===== src/rtl/alu_arb_pkg.sv =====
// Shared types and helpers for the two-requester ALU arbiter.
// Holds the FSM state encoding, the multiply command codes, the multiply
// detection helper and the bit positions inside the captured flag vector.
package alu_arb_pkg;

  typedef enum logic [1:0] {
    IDLE = 2'd0,
    WAIT = 2'd1,
    RESP = 2'd2
  } state_t;

  localparam logic [3:0] CMD_MUL_INC = 4'd9;
  localparam logic [3:0] CMD_MUL_SHL = 4'd10;

  // Flag vector layout: {COUT, OFLOW, G, E, L, ERR}
  localparam int FLAG_W     = 6;
  localparam int FLAG_ERR   = 0;
  localparam int FLAG_L     = 1;
  localparam int FLAG_E     = 2;
  localparam int FLAG_G     = 3;
  localparam int FLAG_OFLOW = 4;
  localparam int FLAG_COUT  = 5;

  // Multiplies only exist in arithmetic mode; the same codes in logic mode are ordinary ops
  function automatic logic is_mul(input logic mode, input logic [3:0] cmd);
    return mode && ((cmd == CMD_MUL_INC) || (cmd == CMD_MUL_SHL));
  endfunction

endpackage


===== src/rtl/alu_req_arbiter_rr_arb2.sv =====
// Two-way round-robin grant logic.
// 'last' is the requester that won most recently; on a tie the other one
// wins, and a lone requester always wins. Output is onehot0.
module rr_arb2 (
  input  logic [1:0] req,
  input  logic       last,
  output logic [1:0] gnt
);

  // Tie goes to whoever did not win last; otherwise the grant simply follows the request
  always_comb begin
    gnt = 2'b00;
    if (req == 2'b11) begin
      gnt = last ? 2'b01 : 2'b10;
    end else begin
      gnt = req;
    end
  end

endmodule


===== src/rtl/alu_req_arbiter.sv =====
// Shares one ALU between two requesters.
// Requests are accepted over valid/ready with round-robin arbitration, the
// chosen operation is held on the ALU inputs for the command-dependent
// latency, and the ALU result plus flags are returned on a single response
// port tagged with the owning requester.
// Optional macro ALU_ARB_STATS_EN adds saturating grant and busy counters.
module alu_req_arbiter
  import alu_arb_pkg::*;
#(
  parameter int N       = 8,
  parameter int ALU_LAT = 1,
  parameter int MUL_LAT = 2
) (
  input  logic             CLK,
  input  logic             RST,
  input  logic [1:0]       REQ_VALID,
  output logic [1:0]       REQ_READY,
  input  logic [2*N-1:0]   REQ_OPA,
  input  logic [2*N-1:0]   REQ_OPB,
  input  logic [7:0]       REQ_CMD,
  input  logic [1:0]       REQ_MODE,
  input  logic [1:0]       REQ_CIN,
  input  logic [3:0]       REQ_INP_VALID,
  output logic [N-1:0]     ALU_OPA,
  output logic [N-1:0]     ALU_OPB,
  output logic [3:0]       ALU_CMD,
  output logic             ALU_MODE,
  output logic             ALU_CIN,
  output logic             ALU_CE,
  output logic [1:0]       ALU_INP_VALID,
  input  logic [2*N-1:0]   ALU_RES,
  input  logic             ALU_COUT,
  input  logic             ALU_OFLOW,
  input  logic             ALU_G,
  input  logic             ALU_E,
  input  logic             ALU_L,
  input  logic             ALU_ERR,
  output logic             RSP_VALID,
  input  logic             RSP_READY,
  output logic             RSP_ID,
  output logic [2*N-1:0]   RSP_RES,
  output logic [FLAG_W-1:0] RSP_FLAGS
`ifdef ALU_ARB_STATS_EN
  ,
  output logic [15:0]      GNT_CNT0,
  output logic [15:0]      GNT_CNT1,
  output logic [15:0]      BUSY_CYC
`endif
);

  state_t      r_state;
  logic        r_rrPtr;
  logic        r_owner;
  logic [7:0]  r_cnt;

  logic [1:0]        w_gnt;
  logic              w_fire;
  logic              w_winner;
  logic [N-1:0]      w_selOpa;
  logic [N-1:0]      w_selOpb;
  logic [3:0]        w_selCmd;
  logic              w_selMode;
  logic              w_selCin;
  logic [1:0]        w_selInpValid;
  logic [FLAG_W-1:0] w_flags;

  rr_arb2 u_rrArb (
    .req  (REQ_VALID),
    .last (r_rrPtr),
    .gnt  (w_gnt)
  );

  // Grants are only offered while idle and out of reset, so nothing is accepted mid-operation
  assign REQ_READY = ((r_state == IDLE) && !RST) ? w_gnt : 2'b00;
  assign w_fire    = |(REQ_VALID & REQ_READY);
  assign w_winner  = REQ_READY[1];

  // Pick the winning requester's fields out of the packed request buses
  always_comb begin
    w_selOpa      = w_winner ? REQ_OPA[2*N-1:N] : REQ_OPA[N-1:0];
    w_selOpb      = w_winner ? REQ_OPB[2*N-1:N] : REQ_OPB[N-1:0];
    w_selCmd      = w_winner ? REQ_CMD[7:4]     : REQ_CMD[3:0];
    w_selMode     = w_winner ? REQ_MODE[1]      : REQ_MODE[0];
    w_selCin      = w_winner ? REQ_CIN[1]       : REQ_CIN[0];
    w_selInpValid = w_winner ? REQ_INP_VALID[3:2] : REQ_INP_VALID[1:0];
  end

  // Pack the ALU status lines into the response flag layout
  always_comb begin
    w_flags             = '0;
    w_flags[FLAG_COUT]  = ALU_COUT;
    w_flags[FLAG_OFLOW] = ALU_OFLOW;
    w_flags[FLAG_G]     = ALU_G;
    w_flags[FLAG_E]     = ALU_E;
    w_flags[FLAG_L]     = ALU_L;
    w_flags[FLAG_ERR]   = ALU_ERR;
  end

  // Main control: accept, hold the ALU inputs for the op latency, capture, then wait for the consumer
  always_ff @(posedge CLK) begin
    if (RST) begin
      r_state       <= IDLE;
      r_rrPtr       <= 1'b1;
      r_owner       <= 1'b0;
      r_cnt         <= 8'd0;
      ALU_OPA       <= '0;
      ALU_OPB       <= '0;
      ALU_CMD       <= 4'd0;
      ALU_MODE      <= 1'b0;
      ALU_CIN       <= 1'b0;
      ALU_CE        <= 1'b0;
      ALU_INP_VALID <= 2'b00;
      RSP_VALID     <= 1'b0;
      RSP_ID        <= 1'b0;
      RSP_RES       <= '0;
      RSP_FLAGS     <= '0;
    end else begin
      case (r_state)
        IDLE: begin
          if (w_fire) begin
            ALU_OPA       <= w_selOpa;
            ALU_OPB       <= w_selOpb;
            ALU_CMD       <= w_selCmd;
            ALU_MODE      <= w_selMode;
            ALU_CIN       <= w_selCin;
            ALU_INP_VALID <= w_selInpValid;
            ALU_CE        <= 1'b1;
            r_cnt         <= is_mul(w_selMode, w_selCmd) ? 8'(MUL_LAT) : 8'(ALU_LAT);
            r_owner       <= w_winner;
            r_rrPtr       <= w_winner;
            r_state       <= WAIT;
          end
        end
        WAIT: begin
          r_cnt <= r_cnt - 8'd1;
          if (r_cnt == 8'd1) begin
            RSP_RES   <= ALU_RES;
            RSP_FLAGS <= w_flags;
            RSP_ID    <= r_owner;
            RSP_VALID <= 1'b1;
            ALU_CE    <= 1'b0;
            r_state   <= RESP;
          end
        end
        RESP: begin
          if (RSP_READY) begin
            RSP_VALID <= 1'b0;
            r_state   <= IDLE;
          end
        end
        default: r_state <= IDLE;
      endcase
    end
  end

`ifdef ALU_ARB_STATS_EN
  // Saturating usage statistics: grants per requester and cycles spent away from IDLE
  always_ff @(posedge CLK) begin
    if (RST) begin
      GNT_CNT0 <= 16'd0;
      GNT_CNT1 <= 16'd0;
      BUSY_CYC <= 16'd0;
    end else begin
      if (w_fire && !w_winner && (GNT_CNT0 != 16'hFFFF)) GNT_CNT0 <= GNT_CNT0 + 16'd1;
      if (w_fire && w_winner && (GNT_CNT1 != 16'hFFFF))  GNT_CNT1 <= GNT_CNT1 + 16'd1;
      if ((r_state != IDLE) && (BUSY_CYC != 16'hFFFF))   BUSY_CYC <= BUSY_CYC + 16'd1;
    end
  end
`endif

endmodule

===== config.mk =====
export PLATFORM = sky130hd
export DESIGN_NAME = alu_req_arbiter
export DESIGN_NICKNAME = d
export VERILOG_FILES = /design/src/rtl/alu_arb_pkg.sv /design/src/rtl/alu_req_arbiter_rr_arb2.sv /design/src/rtl/alu_req_arbiter.sv
export SDC_FILE = /design/constraint.sdc
export NUM_CORES = 1
export LEC_CHECK = 0
export ABC_AREA = 1
export CORE_ASPECT_RATIO = 0.8
export CORE_MARGIN = 2
export CORE_UTILIZATION = 30
export CTS_BUF_LIST = sky130_fd_sc_hd__clkbuf_8
export CTS_CLUSTER_DIAMETER = 100
export DETAILED_ROUTE_END_ITERATION = 10
export PLACE_DENSITY_LB_ADDON = 0.25
export SYNTH_ARGS = -nofsm -noshare
export SYNTH_HDL_FRONTEND = slang
export SYNTH_SLANG_ARGS = --single-unit

===== constraint.sdc =====
create_clock -name CLK -period 1.93 [get_ports CLK]
set_input_delay 0.2895 -clock CLK [delete_from_list [all_inputs] [get_ports CLK]]
set_output_delay 0.2895 -clock CLK [all_outputs]
set_load 0.02 [all_outputs]

* Word level (Yosys, flattened, before mapping) *
Index checks and enable logic that the tools add are counted.
Widths: inputs -> output; s select.

cells by class
  bitwise logic cells = 1
  eq/ne operators = 9
  $add $sub $neg = 1
  multiplexer cells = 22
  reduce and logical (&&, ||, !) cells = 14

operators with widths
  cell                 count
  $mux 8               3
  $mux 2               8
  $pmux 8 s2           1
  $reduce_and 3->1     3
  $eq 4x4->1 const B   2
  $eq 8x1->1 const B   1
  $sub 8x1->8 const B  1
  $mux 1               6
  $ne 2x2->1 const B   3
  $pmux 2 s3           1
  $reduce_and 2->1     3
  $eq 2x2->1 const B   2
  $mux 4               1
  $pmux 1 s2           2
  $reduce_bool 2->1    2
  $and 2x2->2          1
  $eq 2x1->1 const B   1
  $logic_and 1x1->1    2
  $logic_not 2->1      1
  $reduce_or 2->1      1
  $logic_not 1->1      1
  $logic_or 1x1->1     1

storage, ports and cells
  flip-flop bits (word level) = 61
  output and inout bits = 51
  logic and storage cells = 62

* Depth between registers and ports, before layout *
  word-level depth = 10
  gate-level depth with buffers = 11
  depth with buffers taken out = 11

* Modules after synthesis *
From an unflattened synthesis, not the netlist that was laid out.

unflattened totals
  cells, all modules = 361
  area, all modules = 2,785.2 µm²

by module, submodules not included
  module           area each (µm²)  seq. area each (µm²)  times used  cells an instance
  alu_req_arbiter  2,763.9          1,221.2               1           356
  rr_arb2          21.3             0.0                   1           5

* Worst setup path after synthesis *
OpenSTA, ideal clock, no wires.

  kind = reg-to-reg
  start point = reg r_cnt[0]
  end point = reg RSP_RES[10]
  data arrival time = 1.319 ns
  data required time = 1.817 ns
  setup slack = 0.498 ns
  stages on the path, launching flop included = 8
  library setup time = 0.113 ns
  path through = dfxtp_1 ha_1 inv_1 nor4_2 nand3_1 buf_2 nor2_1 nor2_1

between the ends
  cells in the longest elaborated chain, start to end = 2

ends and longest elaborated chain
  what                               line                    RTL
  start: declaration                 alu_req_arbiter.sv:54   logic [7:0] r_cnt;
  start signal: assignment           alu_req_arbiter.sv:128  r_cnt <= is_mul(w_selMode, w_selCmd) ? 8'(MUL_LAT) : 8'(ALU_LAT);
  start signal: assignment           alu_req_arbiter.sv:135  r_cnt <= r_cnt - 8'd1;
  $eq 8x1->1                         alu_req_arbiter.sv:136  if (r_cnt == 8'd1) begin
  $reduce_and 2->1 (no source line)  n/a
  end signal: assignment             alu_req_arbiter.sv:115  RSP_RES <= '0;
  end signal: assignment             alu_req_arbiter.sv:137  RSP_RES <= ALU_RES;
  end: declaration                   alu_req_arbiter.sv:41   output logic [2*N-1:0] RSP_RES,

No other way between the ends.
A chain may end at the register's enable or synchronous reset.

* Worst setup path in the final report *
  start point = reg r_state[0]
  end point = out REQ_READY[1]

between the ends
  cells in the longest elaborated chain, start to end = 3

ends and longest elaborated chain
  what                      line                    RTL
  start: declaration        alu_req_arbiter.sv:51   state_t r_state;
  start signal: assignment  alu_req_arbiter.sv:102  r_state <= IDLE;
  start signal: assignment  alu_req_arbiter.sv:131  r_state <= WAIT;
  start signal: assignment  alu_req_arbiter.sv:142  r_state <= RESP;
  $logic_not 2->1           alu_req_arbiter.sv:74   assign REQ_READY = ((r_state == IDLE) && !RST) ? w_gnt : 2'b00;
  $logic_and 1x1->1         alu_req_arbiter.sv:74
  $mux 2                    alu_req_arbiter.sv:74
  end: declaration          alu_req_arbiter.sv:17   output logic [1:0] REQ_READY,

No other way between the ends.

==> results.py <==
metrics = {
    "cells_and_area": {
        "nFillCells": 871,
        "design_area_um2": 4299,
        "area_growth_pct": 60.64,
        "diodes": 0,
        "drive_gt1_share_pct": 8.949,
        "final_nets": 587,
    },
    "global_routing": {
        "gr-total-overflow": 0,
        "grt_pass1_vias": 2749,
        "busiest_layer": "met2",
        "use_met3_pct": 5.155,
        "met2_usage_pct": 27.50,
        "use_met1_pct": 20.23,
        "grt_pass1_wl_um": 12360,
        "antenna_found_initial": 0,
        "grt_start_max_net_pins": 35,
        "grt.total_usage_pct": 16.37,
    },
    "placed_design": {
        "place_ws_ns": -0.09316,
        "gp_congestion": 0.8270,
        "port_buffers": 125,
        "placed_area_um2": 4143,
        "dp_hpwl_um": 5667,
    },
    "timing": {
        "finalSetupViolations": 0,
        "hold_viol_final": 0,
        "relSlewSlack_pct": 73.81,
        "drv_slew": 0,
        "worst_pin_slew_ns": 0.3893,
        "fmax_ghz": 0.5917,
        "period_needed_ns": 1.690,
        "post-route-worst-setup-slack_ns": 0.2399,
        "finalClockSkew_ns": 0.007061,
        "min_period_over_period_pct": 87.57,
        "grt_setup_unrepaired": "no",
        "tns_ns": 0,
    },
    "floorplan": {
        "num_rows": 30,
        "start_util_pct": 31.27,
        "ios": 126,
        "dieArea_um2": 9697,
        "dieWidth_um": 109.6,
        "dieHeight_um": 88.48,
        "core_area_um2": 8558,
    },
    "worst_setup_path": {
        "slowest_delay_ns": 0.36,
        "cp_max_fo": 3,
        "crit_chain": "nor2_2, nand2_4, nor2_8, dlygate4sd2_1",
        "cp-end-kind": "output pin",
        "crit_start": "r_state[0]$_SDFFE_PP0P_",
        "cp-start-kind": "flip-flop",
        "worst_r2r_endpoint": "ALU_OPA[4]$_SDFFE_PP0P_",
        "ff2ff_path_depth": 10,
        "crit_type": "reg -> out",
        "slowest_stage": "dlygate4sd2_1",
        "arrival_ns": 1.40,
        "rr_startpoint": "r_state[1]$_SDFFE_PP0P_",
        "ff2ff_setup_slack_ns": 0.29,
        "worstPathRequired_ns": 1.64,
        "critPathCapture": "REQ_READY[1]",
    },
    "logic_synthesis": {
        "postSynthAreaPerCell_um2": 7.175,
        "synth_area_um2": 2676,
        "ys_ff_latch": 61,
        "ys_async_sr_fraction_pct": 0,
        "yosysSeqAreaShare_pct": 45.63,
        "yosysWarnings": 0,
        "synth_cell_types": 27,
        "synth-edff-count": 0,
        "synth_nets": 450,
        "syn_inst": 373,
        "synthFlopType": "dfxtp_1",
    },
    "detailed_routing": {
        "dr.pass1.iters": 4,
        "detail-route-antenna-nets": 0,
        "routed_wl_um": 7507,
        "routed-via-count": 2806,
        "avgRoutedWirePerCell_um": 11.99,
        "vias_per_cell": 4.482,
        "drc": 0,
        "drtIter0Drc": 117,
    },
    "pwr": {
        "pwr-share-comb_pct": 30.3,
        "internal-power_mw": 2.371,
        "p_leak_nw": 1.813,
        "p_per_area_nw_per_um2": 804.5,
        "clockPowerShare_pct": 27.2,
        "p_switching_mw": 1.088,
        "ir_worst_vdd_mv": 0.3160,
        "p_seq_share_pct": 42.6,
        "p_sw_share_pct": 31.44,
    },
    "clocking": {
        "clk_path_buf_depth": 2,
        "h-tree-depth": 3,
        "cts_sinks": 61,
        "worst_skew_pair.late_latency_ns": 0.33,
        "numCtsBuffers": 9,
        "root_buffer": "clkbuf_8",
        "hold_buffers": 0,
        "tritoncts": "built",
        "clk_pin_slew_worst_paths_ns": 0.07,
    },
    "status": {
        "status": "finished clean",
    },
    "min_path": {
        "hold_class": "reg -> reg",
    },
    "flow_run": {
        "drv_cap": 0,
    },
}
-- synth_stat cells (2+ instances only) --
library cell / count / area (µm²)
a31oi_1: 2 / 12.51
nor2_4: 2 / 22.52
inv_2: 4 / 15.01
nand3_1: 8 / 40.04
inv_1: 20 / 75.07
dfxtp_1: 61 / 1221
o21ai_0: 27 / 135.1
nor3_1: 3 / 15.01
clkbuf_1: 6 / 22.52
nand2_1: 54 / 202.7
ha_1: 2 / 25.02
buf_4: 5 / 37.54
nor2_8: 2 / 40.04
buf_2: 8 / 40.04
nor2_1: 94 / 352.8
a21oi_1: 34 / 170.2
nand2_2: 2 / 12.51
o21ai_1: 30 / 150.1
-- metrics by stage --
stage               utilization (%)  hold slack (ns)  cells  power, mW
CTS                           50.23           0.4634    626      3.518
finish                        50.23           0.4600    626      3.459
floorplan                         -           0.4244    373      2.056
detailed placement            48.41           0.4535    611      2.553
global placement              48.41           0.4508    611      2.541
global route                  50.23           0.4788    626      3.695
-- layer usage --
metal | wire [µm] | vias to the layer above
met3 | 388 | 5
met2 | 3574 | 68
met1 | 3474 | 1244
li1 | - | 1489
met4 | 70 | 0
met5 | 0 | -
-- area by class of cell --
class	instances	area, µm²	share of cell area, %
well taps	112	140.1	3.260
repair buffers	145	1424	33.12
flip-flops and latches	61	1221	28.41
multi-input cells	269	1265	29.42
clock buffers	10	137.6	3.201
clock inverters	5	21.27	0.4948
inverters	24	90.09	2.095
-- what timing repair did --
action / 4_1_cts / 5_1_grt
endpoints found under the hold margin: 0 / 0
setup endpoints to repair: 2 / 0
buffers inserted: 0 / 0
resized for setup: 3 / 0
-- worst max-delay path: cells and delay by family, from the launching register on --
kind / cells / cell delay, ns
simple gates: 3 / 0.36
buf+inv: 1 / 0.36
flops: 1 / 0.34
-- logic make-up after synthesis --
group	share of synthesized area [%]
AND/OR/NAND/NOR	28.00
flip-flops	45.63
AO/OA/AOI/OAI	18.33
buffers and inverters	7.106
adder cells (fa/ha/maj)	0.9349
-- power by group through the flow --
stage / sequential, mW / clock [mW] / combinational, mW
after floorplan: 1.60 / 0 / 0.452
after global routing: 1.49 / 1.05 / 1.16
after detailed placement: 1.50 / 0 / 1.06
after CTS: 1.47 / 0.988 / 1.06
final: 1.47 / 0.939 / 1.05
after global placement: 1.50 / 0 / 1.05
-- cell usage in the layout (no fill, tap or decap), types with 3 or more instances in the layout --
cell type        instances
o21ai_0                 26
buf_4                   18
nand2_1                 54
nor2_1                  94
nor3_1                   3
nand3_1                  8
clkdlybuf4s50_1        123
inv_1                   23
inv_2                    4
o21ai_1                 31
dfxtp_1                 61
a21oi_1                 34
clkbuf_8                10
-- state kept, by name, summed over array words and instances, names as in the netlist, 2 cells and up --
name / cells
ALU_CMD: 4
ALU_INP_VALID: 2
ALU_OPA: 8
ALU_OPB: 8
RSP_FLAGS: 6
RSP_RES: 16
r_cnt: 8
r_state: 2
-- worst min path at each step --
stage / start / endpoint / cells past startpoint
floorplan: ALU_G / RSP_FLAGS[3]$_SDFFE_PP0P_ / 2
global placement: ALU_OPA[7]$_SDFFE_PP0P_ / ALU_OPA[7]$_SDFFE_PP0P_ / 2
CTS: ALU_OPB[5]$_SDFFE_PP0P_ / ALU_OPB[5]$_SDFFE_PP0P_ / 2
finish: ALU_OPB[5]$_SDFFE_PP0P_ / ALU_OPB[5]$_SDFFE_PP0P_ / 2
global route: ALU_OPB[4]$_SDFFE_PP0P_ / ALU_OPB[4]$_SDFFE_PP0P_ / 2
detailed placement: ALU_OPB[5]$_SDFFE_PP0P_ / ALU_OPB[5]$_SDFFE_PP0P_ / 2
No activity file was read; power rests on OpenSTA's default activity.
